[config.mk]
export PLATFORM = sky130hd
export DESIGN_NAME = phy_tx_sequencer_flat
export DESIGN_NICKNAME = d
export VERILOG_FILES = /design/src/rtl/phy_tx_sequencer_if.sv /design/src/rtl/phy_tx_sequencer.sv /design/src/flat_wrapper.sv
export SDC_FILE = /design/constraint.sdc
export NUM_CORES = 1
export LEC_CHECK = 0
export BUFFER_PORTS_ARGS = -buffer_cell sky130_fd_sc_hd__buf_2
export CAP_MARGIN = 5
export CORE_AREA = 2 2 50 75
export CTS_CLUSTER_DIAMETER = 200
export CTS_CLUSTER_SIZE = 12
export DETAILED_ROUTE_END_ITERATION = 12
export DIE_AREA = 0 0 52 77
export PLACE_DENSITY = 0.71
export SLEW_MARGIN = 30
export SYNTH_ARGS = -nofsm -noshare
export SYNTH_HDL_FRONTEND = slang
export SYNTH_SLANG_ARGS = --single-unit
[constraint.sdc]
create_clock -name CLK -period 3.2 [get_ports CLK]
set_clock_uncertainty 0.05 [all_clocks]
set_input_delay 0.64 -clock CLK [delete_from_list [all_inputs] [get_ports CLK]]
set_output_delay 0.64 -clock CLK [all_outputs]
set_load 0.01 [all_outputs]
[src/rtl/phy_tx_sequencer_if.sv]
`default_nettype none
// ============================================================================
// Module   : phy_tx_sequencer_if
// Purpose  : Encoder-side handshake between the TX sequencer and the 8b10b
//            encoder / comma generator.
// Revision : 1.0 - initial release
// ============================================================================
interface phy_tx_sequencer_if;
  logic       start;        // one-cycle frame start pulse
  logic [2:0] comma_sel;    // frame type for the current frame
  logic       get_data;     // upstream buffer supplies words while high
  logic       enc_ready;    // encoder idle, can accept a start
  logic       done;         // control frame finished
  logic       packet_done;  // last word of data packet sent

  // Sequencer side
  modport master (
    output start,
    output comma_sel,
    output get_data,
    input  enc_ready,
    input  done,
    input  packet_done
  );

  // Encoder side
  modport slave (
    input  start,
    input  comma_sel,
    input  get_data,
    output enc_ready,
    output done,
    output packet_done
  );
endinterface
`default_nettype wire

[src/rtl/phy_tx_sequencer.sv]
`default_nettype none
// ============================================================================
// Module   : phy_tx_sequencer
// Purpose  : Transmit-side scheduler for the 8b10b PHY. Counts pending ACK and
//            VC0/VC1 credit-grant events, arbitrates them against upstream
//            data packets and sequences the encoder one frame at a time.
// Revision : 1.0 - initial release
// ============================================================================
module phy_tx_sequencer #(
  parameter int COUNTER_SIZE = 4,  // width of each pending-event counter
  parameter int MAX_CTRL_RUN = 4   // control frames allowed before data is forced (>= 1)
) (
  input  logic                CLK,
  input  logic                nRST,
  input  logic                ack_req,
  input  logic                grtcred0_req,
  input  logic                grtcred1_req,
  input  logic                data_req,
  phy_tx_sequencer_if.master  enc,
  output logic                ack_full,
  output logic                grtcred0_full,
  output logic                grtcred1_full,
  output logic                overflow_err,
  output logic                busy
);

  // --------------------------------------------------------------------------
  // Constants
  // --------------------------------------------------------------------------
  localparam int                    c_run_w   = $clog2(MAX_CTRL_RUN + 1);
  localparam logic [c_run_w-1:0]    c_run_max = c_run_w'(MAX_CTRL_RUN);
  localparam logic [COUNTER_SIZE-1:0] c_cnt_max = '1;

  // Frame-type encoding on comma_sel
  localparam logic [2:0] c_sel_none = 3'd0;
  localparam logic [2:0] c_sel_ack  = 3'd1;
  localparam logic [2:0] c_sel_g0   = 3'd2;
  localparam logic [2:0] c_sel_g1   = 3'd3;
  localparam logic [2:0] c_sel_data = 3'd4;

  // Event index inside the per-event vectors
  localparam int c_ev_ack = 0;
  localparam int c_ev_g0  = 1;
  localparam int c_ev_g1  = 2;

  typedef enum logic [1:0] {
    ST_IDLE = 2'd0,
    ST_CTRL = 2'd1,
    ST_DATA = 2'd2
  } state_t;

  // --------------------------------------------------------------------------
  // Declarations
  // --------------------------------------------------------------------------
  state_t               r_state;
  logic                 r_start;
  logic [2:0]           r_comma_sel;
  logic                 r_get_data;
  logic                 r_busy;
  logic                 r_overflow;
  logic [c_run_w-1:0]   r_run_cnt;
  logic                 r_rr_vc1;     // 1: VC1 wins the next tie, 0: VC0 wins

  logic [2:0]           w_req;        // request pulses, one bit per event type
  logic [2:0]           w_grant;      // counter consumed by a frame start this cycle
  logic [2:0]           w_cnt_nz;     // counter holds at least one pending event
  logic [2:0]           w_full;       // registered all-ones flags
  logic [2:0]           w_ovf_hit;    // request dropped because counter is full
  logic [2:0]           w_sel;        // frame type the arbiter would pick now
  logic                 w_take;       // a frame starts at the next edge

  assign w_req = {grtcred1_req, grtcred0_req, ack_req};

  // --------------------------------------------------------------------------
  // Pending-event counters: saturating, request and grant in one cycle cancel
  // --------------------------------------------------------------------------
  generate
    for (genvar gi = 0; gi < 3; gi++) begin : g_cnt
      logic [COUNTER_SIZE-1:0] r_cnt;
      logic                    r_full;
      logic [COUNTER_SIZE-1:0] w_cnt_nxt;

      // Next count: +1 on a lone request (unless full), -1 on a lone grant
      always_comb begin
        w_cnt_nxt = r_cnt;
        if (w_req[gi] && !w_grant[gi]) begin
          if (r_cnt != c_cnt_max) begin
            w_cnt_nxt = r_cnt + COUNTER_SIZE'(1);
          end
        end else if (!w_req[gi] && w_grant[gi]) begin
          if (r_cnt != '0) begin
            w_cnt_nxt = r_cnt - COUNTER_SIZE'(1);
          end
        end
      end

      // Counter and its full flag are registered together so they never skew
      always_ff @(posedge CLK or negedge nRST) begin
        if (!nRST) begin
          r_cnt  <= '0;
          r_full <= 1'b0;
        end else begin
          r_cnt  <= w_cnt_nxt;
          r_full <= (w_cnt_nxt == c_cnt_max);
        end
      end

      assign w_cnt_nz[gi]  = (r_cnt != '0);
      assign w_full[gi]    = r_full;
      assign w_ovf_hit[gi] = w_req[gi] && !w_grant[gi] && (r_cnt == c_cnt_max);
    end
  endgenerate

  // --------------------------------------------------------------------------
  // Frame arbitration
  // --------------------------------------------------------------------------
  // Priority: forced data after a long control run, ACK, credit grants
  // (round-robin on a tie), then ordinary data.
  always_comb begin
    w_sel = c_sel_none;
    if (data_req && (r_run_cnt == c_run_max)) begin
      w_sel = c_sel_data;
    end else if (w_cnt_nz[c_ev_ack]) begin
      w_sel = c_sel_ack;
    end else if (w_cnt_nz[c_ev_g0] && w_cnt_nz[c_ev_g1]) begin
      w_sel = r_rr_vc1 ? c_sel_g1 : c_sel_g0;
    end else if (w_cnt_nz[c_ev_g0]) begin
      w_sel = c_sel_g0;
    end else if (w_cnt_nz[c_ev_g1]) begin
      w_sel = c_sel_g1;
    end else if (data_req) begin
      w_sel = c_sel_data;
    end
  end

  assign w_take = (r_state == ST_IDLE) && enc.enc_ready && (w_sel != c_sel_none);

  assign w_grant[c_ev_ack] = w_take && (w_sel == c_sel_ack);
  assign w_grant[c_ev_g0]  = w_take && (w_sel == c_sel_g0);
  assign w_grant[c_ev_g1]  = w_take && (w_sel == c_sel_g1);

  // --------------------------------------------------------------------------
  // Frame sequencer FSM with registered encoder-side outputs
  // --------------------------------------------------------------------------
  // One frame at a time: IDLE picks and starts a frame, CTRL/DATA wait for the
  // matching completion pulse and ignore the other one.
  always_ff @(posedge CLK or negedge nRST) begin
    if (!nRST) begin
      r_state     <= ST_IDLE;
      r_start     <= 1'b0;
      r_comma_sel <= c_sel_none;
      r_get_data  <= 1'b0;
      r_busy      <= 1'b0;
      r_run_cnt   <= '0;
      r_rr_vc1    <= 1'b0;
    end else begin
      r_start <= 1'b0;
      case (r_state)
        ST_IDLE: begin
          if (w_take) begin
            r_start     <= 1'b1;
            r_comma_sel <= w_sel;
            r_busy      <= 1'b1;
            if (w_sel == c_sel_data) begin
              r_state    <= ST_DATA;
              r_get_data <= 1'b1;
              r_run_cnt  <= '0;
            end else begin
              r_state <= ST_CTRL;
              // Only control frames that delay waiting data count toward the run
              if (data_req) begin
                if (r_run_cnt != c_run_max) begin
                  r_run_cnt <= r_run_cnt + c_run_w'(1);
                end
              end else begin
                r_run_cnt <= '0;
              end
            end
            // Next tie goes to the VC that was not just served
            if (w_sel == c_sel_g0) begin
              r_rr_vc1 <= 1'b1;
            end else if (w_sel == c_sel_g1) begin
              r_rr_vc1 <= 1'b0;
            end
          end
        end

        ST_CTRL: begin
          if (enc.done) begin
            r_state     <= ST_IDLE;
            r_comma_sel <= c_sel_none;
            r_busy      <= 1'b0;
          end
        end

        ST_DATA: begin
          if (enc.packet_done) begin
            r_state     <= ST_IDLE;
            r_comma_sel <= c_sel_none;
            r_get_data  <= 1'b0;
            r_busy      <= 1'b0;
          end
        end

        default: begin
          r_state     <= ST_IDLE;
          r_comma_sel <= c_sel_none;
          r_get_data  <= 1'b0;
          r_busy      <= 1'b0;
        end
      endcase
    end
  end

  // Sticky error: any request dropped by a full counter
  always_ff @(posedge CLK or negedge nRST) begin
    if (!nRST) begin
      r_overflow <= 1'b0;
    end else if (|w_ovf_hit) begin
      r_overflow <= 1'b1;
    end
  end

  // --------------------------------------------------------------------------
  // Outputs
  // --------------------------------------------------------------------------
  assign enc.start     = r_start;
  assign enc.comma_sel = r_comma_sel;
  assign enc.get_data  = r_get_data;

  assign ack_full      = w_full[c_ev_ack];
  assign grtcred0_full = w_full[c_ev_g0];
  assign grtcred1_full = w_full[c_ev_g1];
  assign overflow_err  = r_overflow;
  assign busy          = r_busy;

endmodule
`default_nettype wire

[src/flat_wrapper.sv]
// flat-port wrapper written by rule: the top's interface ports become plain ports
module phy_tx_sequencer_flat 
#(
  parameter int COUNTER_SIZE = 4,                                        
  parameter int MAX_CTRL_RUN = 4                                                         
)
  (CLK, nRST, ack_req, grtcred0_req, grtcred1_req, data_req, ack_full, grtcred0_full, grtcred1_full, overflow_err, busy, enc_start, enc_comma_sel, enc_get_data, enc_enc_ready, enc_done, enc_packet_done);
  phy_tx_sequencer_if enc_i ();
  input  logic CLK;
  input  logic nRST;
  input  logic ack_req;
  input  logic grtcred0_req;
  input  logic grtcred1_req;
  input  logic data_req;
  output logic ack_full;
  output logic grtcred0_full;
  output logic grtcred1_full;
  output logic overflow_err;
  output logic busy;
  output wire logic [$bits(enc_i.start)-1:0] enc_start;
  output wire logic [$bits(enc_i.comma_sel)-1:0] enc_comma_sel;
  output wire logic [$bits(enc_i.get_data)-1:0] enc_get_data;
  input wire logic [$bits(enc_i.enc_ready)-1:0] enc_enc_ready;
  input wire logic [$bits(enc_i.done)-1:0] enc_done;
  input wire logic [$bits(enc_i.packet_done)-1:0] enc_packet_done;
  assign enc_start = enc_i.start;
  assign enc_comma_sel = enc_i.comma_sel;
  assign enc_get_data = enc_i.get_data;
  assign enc_i.enc_ready = enc_enc_ready;
  assign enc_i.done = enc_done;
  assign enc_i.packet_done = enc_packet_done;
  phy_tx_sequencer #(.COUNTER_SIZE(COUNTER_SIZE), .MAX_CTRL_RUN(MAX_CTRL_RUN)) u_core (.CLK(CLK), .nRST(nRST), .ack_req(ack_req), .grtcred0_req(grtcred0_req), .grtcred1_req(grtcred1_req), .data_req(data_req), .enc(enc_i), .ack_full(ack_full), .grtcred0_full(grtcred0_full), .grtcred1_full(grtcred1_full), .overflow_err(overflow_err), .busy(busy));
endmodule
# After elaboration in Yosys (flattened, before gate mapping)
# Index checks and enable logic that the tools add are counted.
[totals]
register_bits = 28
inputBits = 9
output_inout_bits = 10
wordCells = 119
[op_classes]
addsub = 7
eq_ne = 22
muxes = 42
bitwise = 1
reduce_logical = 33
[op_table]
columns = ["cell", "count"]
rows = [
  ["4-bit 2-to-1 mux", 12],
  ["3-bit 2-to-1 mux", 12],
  ["4-bit == test (second input constant)", 6],
  ["1-bit logical AND", 16],
  ["4-bit by 1-bit adder with 4-bit output (second input constant)", 3],
  ["4-bit != test (second input constant)", 3],
  ["4-bit nonzero test", 3],
  ["4-bit by 1-bit subtractor with 4-bit output (second input constant)", 3],
  ["1-bit 2-to-1 mux", 10],
  ["3-bit case mux with 3 select lines", 1],
  ["3-bit AND reduction", 3],
  ["2-bit 2-to-1 mux", 4],
  ["3-bit by 2-bit == test with 1-bit output (second input constant)", 2],
  ["3-bit == test (second input constant)", 2],
  ["1-bit zero test", 6],
  ["2-bit != test (second input constant)", 3],
  ["1-bit case mux with 3 select lines", 2],
  ["2-bit case mux with 3 select lines", 1],
  ["4-bit AND reduction", 1],
  ["3-bit by 1-bit adder with 3-bit output (second input constant)", 1],
  ["3-bit by 1-bit == test with 1-bit output (second input constant)", 1],
  ["3-bit by 1-bit != test with 1-bit output (second input constant)", 1],
  ["3-bit != test (second input constant)", 1],
  ["3-bit nonzero test", 1],
  ["7 further kinds", 7],
]

# Depth between registers and ports, before layout
# Gate-level depths: netlist (run 1).
[logic_depth]
depth_word = 13
mapped_depth = 9
mapped_depth_nobuf = 8

# Least setup slack after synthesis (run 1)
# No wires, ideal clock.
[synth_timing]
kind = "flip-flop to flip-flop"
start = "reg u_core.g_cnt[2].r_cnt[0]"
end = "reg u_core.g_cnt[1].r_full, in the netlist u_core.grtcred0_full"
setup_time_ns = 0.068
arrival_ns = 2.008
required_time_ns = 3.082
path_slack_ns = 1.075
path_stages_with_launch = 9
n_path_buf = 0
synth_period_minus_slack_ns = 2.125
path_cell_list = "dfrtp_1 inv_1 ha_1 or3b_4 a21oi_4 nand2_4 mux2_4 o22ai_2 and4_1"
[synth_between]
elab_chain_len = 13
word_cells_on_any_way = 17
cone_classes = "2 x eq/ne; 7 x mux; 8 x reduce/logical"
[synth_lines]
columns = ["item", "line", "rtl"]
rows = [
  ["start: declaration", "phy_tx_sequencer.sv:79", "logic [COUNTER_SIZE-1:0] r_cnt;"],
  ["start signal: assignment", "phy_tx_sequencer.sv:103", "r_cnt <= w_cnt_nxt;"],
  ["4-bit nonzero test (*)", "phy_tx_sequencer.sv:108", "assign w_cnt_nz[gi] = (r_cnt != '0);"],
  ["3-bit 2-to-1 mux", "phy_tx_sequencer.sv:129", "end else if (w_cnt_nz[c_ev_g1]) begin"],
  ["3-bit 2-to-1 mux", "phy_tx_sequencer.sv:127", "end else if (w_cnt_nz[c_ev_g0]) begin"],
  ["3-bit 2-to-1 mux (*)", "phy_tx_sequencer.sv:125", "end else if (w_cnt_nz[c_ev_g0] && w_cnt_nz[c_ev_g1]) begin"],
  ["3-bit 2-to-1 mux (*)", "phy_tx_sequencer.sv:123", "end else if (w_cnt_nz[c_ev_ack]) begin"],
  ["3-bit 2-to-1 mux (*)", "phy_tx_sequencer.sv:121", "if (data_req && (r_run_cnt == c_run_max)) begin"],
  ["3-bit nonzero test", "phy_tx_sequencer.sv:136", "assign w_take = (r_state == ST_IDLE) && enc.enc_ready && (w_sel != c_sel_none);"],
  ["1-bit logical AND", "phy_tx_sequencer.sv:136", ""],
  ["1-bit logical AND (*)", "phy_tx_sequencer.sv:139", "assign w_grant[c_ev_g0] = w_take && (w_sel == c_sel_g0);"],
  ["1-bit logical AND / 1-bit zero test (equally long branches)", "phy_tx_sequencer.sv:90, phy_tx_sequencer.sv:86", ""],
  ["4-bit 2-to-1 mux / 1-bit logical AND (equally long branches)", "phy_tx_sequencer.sv:90, phy_tx_sequencer.sv:86", ""],
  ["4-bit 2-to-1 mux (*)", "phy_tx_sequencer.sv:86", "if (w_req[gi] && !w_grant[gi]) begin"],
  ["net u_core.g_cnt[1].w_cnt_nxt[3]", "phy_tx_sequencer.sv:81", "logic [COUNTER_SIZE-1:0] w_cnt_nxt;"],
  ["4-bit == test (*)", "phy_tx_sequencer.sv:104", "r_full <= (w_cnt_nxt == c_cnt_max);"],
  ["end signal: assignment", "phy_tx_sequencer.sv:104", ""],
  ["end: declaration", "phy_tx_sequencer.sv:80", "logic r_full;"],
]
# The timed path passes the listed nets; every way through them passes the cells marked *.
# A chain may end at the register's enable or synchronous reset.

# Worst setup path after layout (run 1)
[layout_timing]
start = "reg u_core.g_cnt[0].r_cnt[0]"
end = "reg u_core.g_cnt[1].r_full, in the netlist u_core.grtcred0_full"
[layout_between]
elab_chain_len = 10
word_cells_on_any_way = 13
cone_classes = "2 x eq/ne; 4 x mux; 7 x reduce/logical"
[layout_lines]
columns = ["item", "line"]
rows = [
  ["start: declaration", "phy_tx_sequencer.sv:79"],
  ["start signal: assignment", "phy_tx_sequencer.sv:103"],
  ["4-bit nonzero test (*)", "phy_tx_sequencer.sv:108"],
  ["3-bit 2-to-1 mux (*)", "phy_tx_sequencer.sv:123"],
  ["3-bit 2-to-1 mux (*)", "phy_tx_sequencer.sv:121"],
  ["3-bit nonzero test", "phy_tx_sequencer.sv:136"],
  ["1-bit logical AND", "phy_tx_sequencer.sv:136"],
  ["1-bit logical AND (*)", "phy_tx_sequencer.sv:139"],
  ["1-bit logical AND / 1-bit zero test (equally long branches)", "phy_tx_sequencer.sv:90, phy_tx_sequencer.sv:86"],
  ["4-bit 2-to-1 mux / 1-bit logical AND (equally long branches)", "phy_tx_sequencer.sv:90, phy_tx_sequencer.sv:86"],
  ["4-bit 2-to-1 mux (*)", "phy_tx_sequencer.sv:86"],
  ["net u_core.g_cnt[1].w_cnt_nxt[2]", "phy_tx_sequencer.sv:81"],
  ["4-bit == test (*)", "phy_tx_sequencer.sv:104"],
]
# Marked as above.

==> results of run 1 <==
[worst register-to-register path: cells and delay by family, from the launching register on]
kind | cells | cell delay, ns
buffers and inverters | 1 | 0.10
adder cells (fa/ha/maj) | 1 | 0.22
flip-flops | 1 | 0.41
AO/OA/AOI/OAI | 2 | 0.47
AND/OR/NAND/NOR | 4 | 1.03
[state kept, by name (all words and copies together) (netlist names)]
| register | flops |
|---|---|
| u_core.ack_full | 1 |
| u_core.busy | 1 |
| u_core.enc.comma_sel | 3 |
| u_core.enc.get_data | 1 |
| u_core.enc.start | 1 |
| u_core.g_cnt.r_cnt | 12 |
| u_core.grtcred0_full | 1 |
| u_core.grtcred1_full | 1 |
| u_core.overflow_err | 1 |
| u_core.r_rr_vc1 | 1 |
| u_core.r_run_cnt | 3 |
| u_core.r_state | 2 |
[path summary, 6_finish.rpt]
path	from	to	slack (ns)	cells after the start
worst max register to register	u_core.g_cnt[0].r_cnt[0]	u_core.grtcred0_full	0.82	8
max in group asynchronous	nRST	u_core.g_cnt[2].r_cnt[2]	2.37	1
worst min register to register	u_core.overflow_err	u_core.overflow_err	0.43	1
worst min-delay path	nRST	u_core.enc.get_data	0.32	1
worst max-delay path	u_core.g_cnt[0].r_cnt[0]	u_core.grtcred0_full	0.82	8
min in group CLK	u_core.overflow_err	u_core.overflow_err	0.43	1
[cell usage in the layout, fill, tap and decap left out, types with 2 or more instances in the layout]
| cell type | netlist | routed |
|---|---|---|
| dfrtp_1 | 28 | 28 |
| o21ai_0 | 9 | 9 |
| clkbuf_8 | 0 | 3 |
| nand2b_1 | 4 | 4 |
| a21oi_1 | 13 | 13 |
| and4_1 | 4 | 4 |
| ha_1 | 8 | 8 |
| nand4_1 | 3 | 3 |
| nor3b_2 | 2 | 2 |
| o21a_1 | 3 | 3 |
| buf_2 | 1 | 18 |
| nor2_1 | 12 | 12 |
| a32o_1 | 2 | 2 |
| o22ai_1 | 2 | 2 |
| nand2_1 | 12 | 12 |
| xnor2_1 | 3 | 3 |
| or3_1 | 5 | 5 |
| a21o_1 | 2 | 2 |
| inv_1 | 16 | 16 |
| and3_1 | 3 | 3 |
| nand3_1 | 12 | 12 |
| o211ai_1 | 2 | 2 |
| nor3_1 | 3 | 3 |
| mux2i_1 | 4 | 4 |
| o22ai_2 | 2 | 2 |
| o21ai_1 | 2 | 2 |
[through the flow]
stage          power (W)  util [%]  area, um2  setup slack, ns  instances
6_report         0.00165      58.8       1970            0.816        248
3_3_place_gp     0.00133      56.6       1900            0.902        244
2_1_floorplan    0.00117         -       1780             1.07        189
5_1_grt          0.00179      58.8       1970            0.628        248
3_5_place_dp     0.00137      56.6       1900            0.837        244
4_1_cts          0.00165      58.8       1970            0.831        248
[per-layer routing]
metal / GRT usage [%] / up-vias / wire length [um]
met5: 0 / - / 0
met2: 35.7 / 31 / 1910
met1: 25.9 / 725 / 1660
met3: 1.95 / 10 / 94
met4: 10.5 / 0 / 114
li1: - / 731 / -
[cells by family (layout without fill, tap and decap cells)]
family / count (synthesis) / after routing
and+or+nand+nor: 69 / 69
AOI/OAI and AO/OA: 55 / 55
DFF: 28 / 28
buffers and inverters: 21 / 38
adders and majority gates: 8 / 8
muxes: 5 / 5
xor gates and xnor gates: 3 / 3
[final cells by class]
class / instances / area share (%)
clock inverters: 1 / 1.52
inverters: 16 / 3.05
flip-flops and latches: 28 / 35.6
well taps: 42 / 2.67
repair buffers: 18 / 4.57
clock buffers: 3 / 2.10
multi-input cells: 140 / 50.5
[power groups by stage]
| stage | clock network, W | logic (W) | registers (W) |
|---|---|---|---|
| floorplan | 0 | 0.000553 | 0.000620 |
| global placement | 0 | 0.000692 | 0.000636 |
| detailed placement | 0 | 0.000721 | 0.000645 |
| CTS | 0.000287 | 0.000725 | 0.000638 |
| global route | 0.000299 | 0.000827 | 0.000665 |
| finish | 0.000280 | 0.000725 | 0.000641 |
==> summary.txt, run 1 <==
Yosys
  • Share of Yosys cell area claimed by the top area cell type: 39.4%
  • Yosys warning count: 0
  • Multiplexer share of the synthesized area: a little over 3%
  • Syn Area/Cell: 9.41 um2
  • Post-Synth Simple-Gate Area: 22.9%
  • Adder-cell share of the synthesized area: 5.63%
  • Xor and xnor area share after synthesis: 1.48%
  • Synth cell types: 55
  • Main combinational cell family by area after synthesis: simple AND/OR/NAND/NOR gates
  • Net Count, Synth: 206
  • Post-synthesis cell count: ~190
  • Count leader, synth: dfrtp_1
  • Ys flop type: dfrtp_1
  • Synth Area in Compound Gates: 22.8%
  • EDFF count, synth: 0
  • Dominant cell type by area after synthesis: dfrtp_1
  • Post-synth top cells: dfrtp_1 (28), inv_1 (16), a21oi_1 (13)
  • Ys async rst share: 100%
  • Seq/Total Area, Yosys: about two fifths
  • #FFs+latches synth: 28
  • Post-Syn Area: around 1800 um2
  • Top post-synthesis cells by area: dfrtp_1 (39%), ha_1 (5.6%), a21oi_1 (3.7%), nand3_1 (3.4%), inv_1 (3.4%)

Final layout
  • FF/Latch Area: 701 um2
  • Ratio of cells with drive above 1 in the final layout: 16.5%
  • Final net count: 224
  • Filler Cells Inserted: 307
  • P&R area growth vs syn: 10.7%
  • Multi-input logic area: around 1000 um2
  • Inserted Diodes: 0

Timing
  • Unrepaired setup endpoints after global routing: false
  • Tmin final: between 2 and 2.5 ns
  • Hold Fails Final Rpt: 0
  • Setup TNS: 0 ns
  • Slew Limit Headroom: 57.6%
  • Fin. max-slew vios: 0
  • Hold WS: 0.322 ns
  • Fin crit share: 74.5%
  • Final setup viols: 0
  • Worst-Margin Slew: ~0.64 ns
  • Max Clk Rate: roughly 420 MHz

Clock network
  • CTS Root Cell: clkbuf_8
  • # hold bufs at CTS: 0
  • Clock-pin slew on the worst setup and hold paths: approximately 0.10 ns
  • Post-CTS resize count: 0
  • CTS tree: built
  • Post-CTS setup buffer count: 0
  • Clock sinks: 28
  • Num CTS Buffers: 3
  • Max Root-Sink Buffers: 2
  • Htree depth: 1
  • Worst-Skew Late Latency: 0.27 ns

Die
  • DIE AREA: 4000 um2
  • Initial core utilization: 53.1%
  • Die height: 77 um
  • Die Wd: approximately 52 um
  • I/O Pins: 19
  • Core area: 3350 um2
  • FP Rows: 26

Setup path
  • Slowest cell on crit path: dfrtp_1
  • CP endpoint kind: register
  • Delay-heaviest family, CP: simple AND/OR/NAND/NOR gates
  • Crit-path cells: inv_1, ha_1, nor3b_2, and3_1, nand2_4, a311oi_1, o21ba_1, and4_1
  • CP max stage delay: approximately 0.4 ns
  • Max FO, Critical Path: 9
  • Critical path arrival: between 2 and 3 ns
  • Type of origin of the critical path: register
  • Bufs and invs on worst path: 1
  • Worst EP required: roughly 3.3 ns
  • Setup Crit Path Kind: reg -> reg

Global route
  • Vias in the first global route: 1468
  • Grt ovf: 0
  • Total global-route track usage: a little over a fifth
  • Antenna violations before repair: 0
  • First-pass GRT wire length: 6.62 mm
  • Largest net degree at the start of global routing: 29

Run
  • Max-Cap Viols: 0

Power
  • Sw frac: 41.3%
  • Int Power: 0.000967 W
  • P_leak: between 0.9 and 1 nW
  • Psw: 0.000680 W
  • Clock network fraction of total power: 17.0%
  • VDD IR max: about 0.00042 V
  • Sequential share of power: 39.0%
  • Power Density: between 800 and 900 nW/um2
  • Share of power burned in combinational logic: 44.0%

Placement
  • Placer congestion estimate: 0.881
  • Port-buffer cells: 18
  • Post-DP HPWL: 2.90 mm

Hold path
  • Hold Path Class: in -> async

Routing
  • Initial DRT Pass Iterations: 4
  • Antenna-violating nets left: 0
  • Vias/cell: around 6.0
  • Initial drt markers: 33
  • Remaining DRCs: 0
  • WL final: about 3.8 mm
  • Vias: about 1500
  • Drt wl/cell: about 15 um

Run status
  • Status: complete, no violations
(Power assumes the default switching activity.)
==> run 2, diff against run 1 <==
--- a/config.mk
+++ b/config.mk
@@ -5,14 +5,15 @@
 export SDC_FILE = /design/constraint.sdc
 export NUM_CORES = 1
 export LEC_CHECK = 0
+export ABC_AREA = 1
 export BUFFER_PORTS_ARGS = -buffer_cell sky130_fd_sc_hd__buf_2
 export CAP_MARGIN = 5
-export CORE_AREA = 2 2 50 75
+export CORE_AREA = 2 2 54 81
 export CTS_CLUSTER_DIAMETER = 200
 export CTS_CLUSTER_SIZE = 12
 export DETAILED_ROUTE_END_ITERATION = 12
-export DIE_AREA = 0 0 52 77
-export PLACE_DENSITY = 0.71
+export DIE_AREA = 0 0 56 83
+export PLACE_DENSITY = 0.72
 export SLEW_MARGIN = 30
 export SYNTH_ARGS = -nofsm -noshare
 export SYNTH_HDL_FRONTEND = slang
==> constraint.sdc (replaced) <==
create_clock -name CLK -period 2.1 [get_ports CLK]
set_clock_uncertainty 0.05 [all_clocks]
set_input_delay 0.42 -clock CLK [delete_from_list [all_inputs] [get_ports CLK]]
set_output_delay 0.42 -clock CLK [all_outputs]
set_load 0.01 [all_outputs]
==> summary.txt, run 2 <==
Setup path
  • Crit. Startpoint: u_core.g_cnt[1].r_cnt[1]
  • Type of origin of the critical path: register
  • R2r setup slk: 0.03 ns (-0.78 ns)
  • Worst path most repeated cell: nand2_4
  • Stages on worst setup path: 15 (+7)
  • Setup Crit Path Kind: reg -> reg
  • Max FO, Critical Path: 7 (-2)
  • CP max stage delay: 0.42 ns (about the same)
  • FF-to-FF Start: u_core.g_cnt[1].r_cnt[1]
  • CP endpoint kind: register
  • Slowest cell on crit path: dfrtp_1
  • Critical path arrival: 2.20 ns (-0.31 ns)
  • Worst EP required: 2.23 ns (-1.09 ns)
  • Crit-path cells: inv_2, ha_4, nand3_4, nand2_4, nand2_4, a21oi_4, nor2_4, nor2_4, nand2_4, nand2_4, inv_2, nand2_1, nand2_1, nand2_1, nor2_1
  • Bufs and invs on worst path: 2 (+1)
  • Worst reg2reg path depth: 15 (+7)
  • Delay-heaviest family, CP: simple AND/OR/NAND/NOR gates

Yosys
  • Dominant cell type by area after synthesis: dfrtp_1
  • Seq/Total Area, Yosys: 34.1% (-5.3 points)
  • Ys async rst share: 100% (unchanged)
  • Synth cell types: 31 (-44%)
  • Ys flop type: dfrtp_1
  • Count leader, synth: nand2_1
  • Post-synth top cells: nand2_1 (79), dfrtp_1 (28), inv_1 (28), nor2_1 (21), nand3_1 (15)
  • Top post-synthesis cells by area: dfrtp_1 (34%), nand2_1 (14%), inv_1 (5.1%), ha_1 (4.9%), nor2_1 (3.8%)
  • Yosys warning count: 0 (unchanged)
  • #FFs+latches synth: 28 (unchanged)
  • Post-synthesis cell count: 269 (+42%)
  • Share of Yosys cell area claimed by the top area cell type: 34.1% (-5.3 points)
  • Post-Syn Area: 2050 um2 (+15%)
  • Syn Area/Cell: 7.64 um2 (-19%)
  • EDFF count, synth: 0 (unchanged)
  • Net Count, Synth: 286 (+39%)

Final layout
  • Inserted Diodes: 0 (unchanged)
  • Ratio of cells with drive above 1 in the final layout: 34.7% (+18 points)
  • Design area: 2550 um2 (+30%)
  • Final net count: 335 (+50%)
  • Largest register by flop count: u_core.g_cnt.r_cnt
  • Cell Count, Final, Fillers Out: 362 (+46%)
  • Largest register FFs: 12 (unchanged)
  • P&R area growth vs syn: 24.2%
  • Filler Cells Inserted: 341 (+11%)
  • Commonest non-fill, non-tap cell in the layout: nand2_1
  • Most frequent cells in the layout: nand2_1 (70), buf_4 (29), dfrtp_1 (28), inv_1 (23), nor2_1 (20)

Routing
  • Vias: 1844 (+23%)
  • Remaining DRCs: 0 (unchanged)
  • Drt wl/cell: 12.2 um (-20%)
  • Initial DRT Pass Iterations: 4 (unchanged)
  • Initial drt markers: 62 (+88%)
  • Vias/cell: 5.09 (-16%)
  • WL final: 4.41 mm (+17%)
  • Antenna-violating nets left: 0 (unchanged)

Timing
  • Setup TNS: 0 ns (unchanged)
  • Fin crit share: 98.5% (+24 points)
  • Final setup viols: 0 (unchanged)
  • Hold Fails Final Rpt: 0 (unchanged)
  • Unrepaired setup endpoints after global routing: true
  • Max Clk Rate: 483 MHz (+15%)
  • Fin. max-slew vios: 0 (unchanged)
  • Tmin final: 2.07 ns (-0.315 ns)
  • Slew Limit Headroom: 59.2% (+1.6 points)
  • Worst-Margin Slew: 0.612 ns (-0.0236 ns)

Global route
  • Total global-route track usage: 19.2% (-2.0 points)
  • First-pass GRT wire length: 7.46 mm (+13%)
  • Largest net degree at the start of global routing: 29 (unchanged)
  • Antenna violations before repair: 0 (unchanged)
  • Grt ovf: 0 (unchanged)
  • Vias in the first global route: 1782 (+21%)

Clock network
  • CTS Root Cell: clkbuf_8
  • # hold bufs at CTS: 0 (unchanged)
  • Max Root-Sink Buffers: 2 (unchanged)
  • Worst-Skew Late Latency: 0.27 ns (about the same)
  • Clock-pin slew on the worst setup and hold paths: 0.09 ns (about the same)
  • Clock sinks: 28 (unchanged)
  • Num CTS Buffers: 3 (unchanged)
  • Htree depth: 1 (unchanged)
  • CTS tree: built

Hold path
  • Hold Path Class: in -> async

Power
  • Sw frac: 45.7% (+4.4 points)
  • Psw: 0.00174 W (+160%)
  • Share of power burned in combinational logic: 64.9% (+21 points)
  • Sequential share of power: 24.1% (-15 points)
  • P_leak: 1.39 nW (+49%)
  • VDD IR max: 0.000815 V (+93%)
  • Int Power: 0.00208 W (+110%)
  • Clock network fraction of total power: 11.1% (-5.9 points)
  • Total Power: 0.00382 W (+130%)
  • Power Density: 1500 nW/um2 (+79%)

Placement
  • Placer congestion estimate: 0.919 (+4.2%)
  • Post-placement cell count: 350 (+43%)
  • DP Area: 2320 um2 (+22%)
  • Port-buffer cells: 18 (unchanged)
  • Post-DP HPWL: 3.42 mm (+18%)

Die
  • Initial core utilization: 52.4% (-0.74 points)
  • Die height: 83 um (+7.8%)
  • I/O Pins: 19 (unchanged)
  • Core area: 3920 um2 (+17%)
  • DIE AREA: 4650 um2 (+16%)
  • Die Wd: 56 um (+7.7%)
  • FP Rows: 28 (+7.7%)

Run
  • Max-Cap Viols: 0 (unchanged)

Run status
  • Status: complete, no violations
## run 2: cell types whose count changed in the layout (fill, tap and decap cells not counted), moves of 6 or more
cell     before  now
nand2_1      12   70
nand2_2       0   16
xor2_1        0    6
nor2_1       12   20
nand2_4       1    8
nor2_4        0    8
inv_2         0    9
a21oi_1      13    4
inv_1        16   23
buf_4         0   29
## run 2: power by group through the flow
stage / clock [W] / sequential (W) / combinational (W)
finish: 0.000422 / 0.000920 / 0.00248
global route: 0.000449 / 0.000943 / 0.00277
CTS: 0.000438 / 0.000912 / 0.00220
detailed placement: 0 / 0.000924 / 0.00217
global placement: 0 / 0.000918 / 0.00216
floorplan: 0 / 0.000928 / 0.00156
## run 2: timing repair
item | in CTS | in global routing
setup buffers | 0 | 8
setup endpoints to repair | 5 | 24
resized for setup | 3 | 27
pin swaps | 0 | 16
## run 2: cell families (layout without fill, tap and decap cells)
logic type,after synthesis,after routing,share of synthesized area (%)
AOI/OAI and AO/OA,23,23,6.46
xor gates and xnor gates,10,10,4.26
adders and majority gates,8,8,4.87
buffers and inverters,38,86,8.16
DFF,28,28,34.1
muxes,2,2,1.04
and+or+nand+nor,160,160,41.1
## run 2: worst register-to-register path: stages, from the launching register on
cell and delay, ns:
dfrtp_1 0.42, inv_2 0.09, ha_4 0.16, nand3_4 0.09, nand2_4 0.09, nand2_4 0.06
a21oi_4 0.23, nor2_4 0.07, nor2_4 0.21, nand2_4 0.08, nand2_4 0.10, inv_2 0.06
nand2_1 0.06, nand2_1 0.07, nand2_1 0.06, nor2_1 0.04
## run 2: area by class of cell
cell class / count / area (um2) / share of cell area [%]
Sequential cell: 28 / 701 / 27.5
Timing Repair Buffer: 47 / 308 / 12.1
Clock inverter: 1 / 30.0 / 1.18
Multi-Input combinational cell: 203 / 1280 / 50.1
Inverter: 35 / 136 / 5.34
Tap cell: 45 / 56.3 / 2.21
Clock buffer: 3 / 41.3 / 1.62
## run 2: per-layer routing
layer	track usage (%)	wire length, um	part of all wire (%)	up-vias
met5	0	0	0	-
met4	5.19	55	1.2	0
met3	1.40	40	0.91	6
met2	36.0	2400	54	13
met1	22.9	1920	43	868
li1	-	-	-	957
## run 2: worst paths after layout
| check | end |
|---|---|
| max in group asynchronous | u_core.g_cnt[1].r_cnt[0] |
| hold reg to reg | u_core.busy |
| min in group CLK | u_core.r_state[1] |
| setup / recovery | u_core.grtcred0_full |
| hold / removal | u_core.enc.get_data |
| setup reg to reg | u_core.grtcred0_full |
## run 2: metrics by stage
step	setup WS (ns)	util, %	hold WS (ns)
3_3_place_gp	0.0286	59.2	0.415
5_1_grt	-0.0777	65.1	0.146
6_report	0.0313	65.1	0.0930
4_1_cts	0.00493	61.3	0.113
2_1_floorplan	0.135	-	0.0744
3_5_place_dp	-0.0116	59.2	0.419
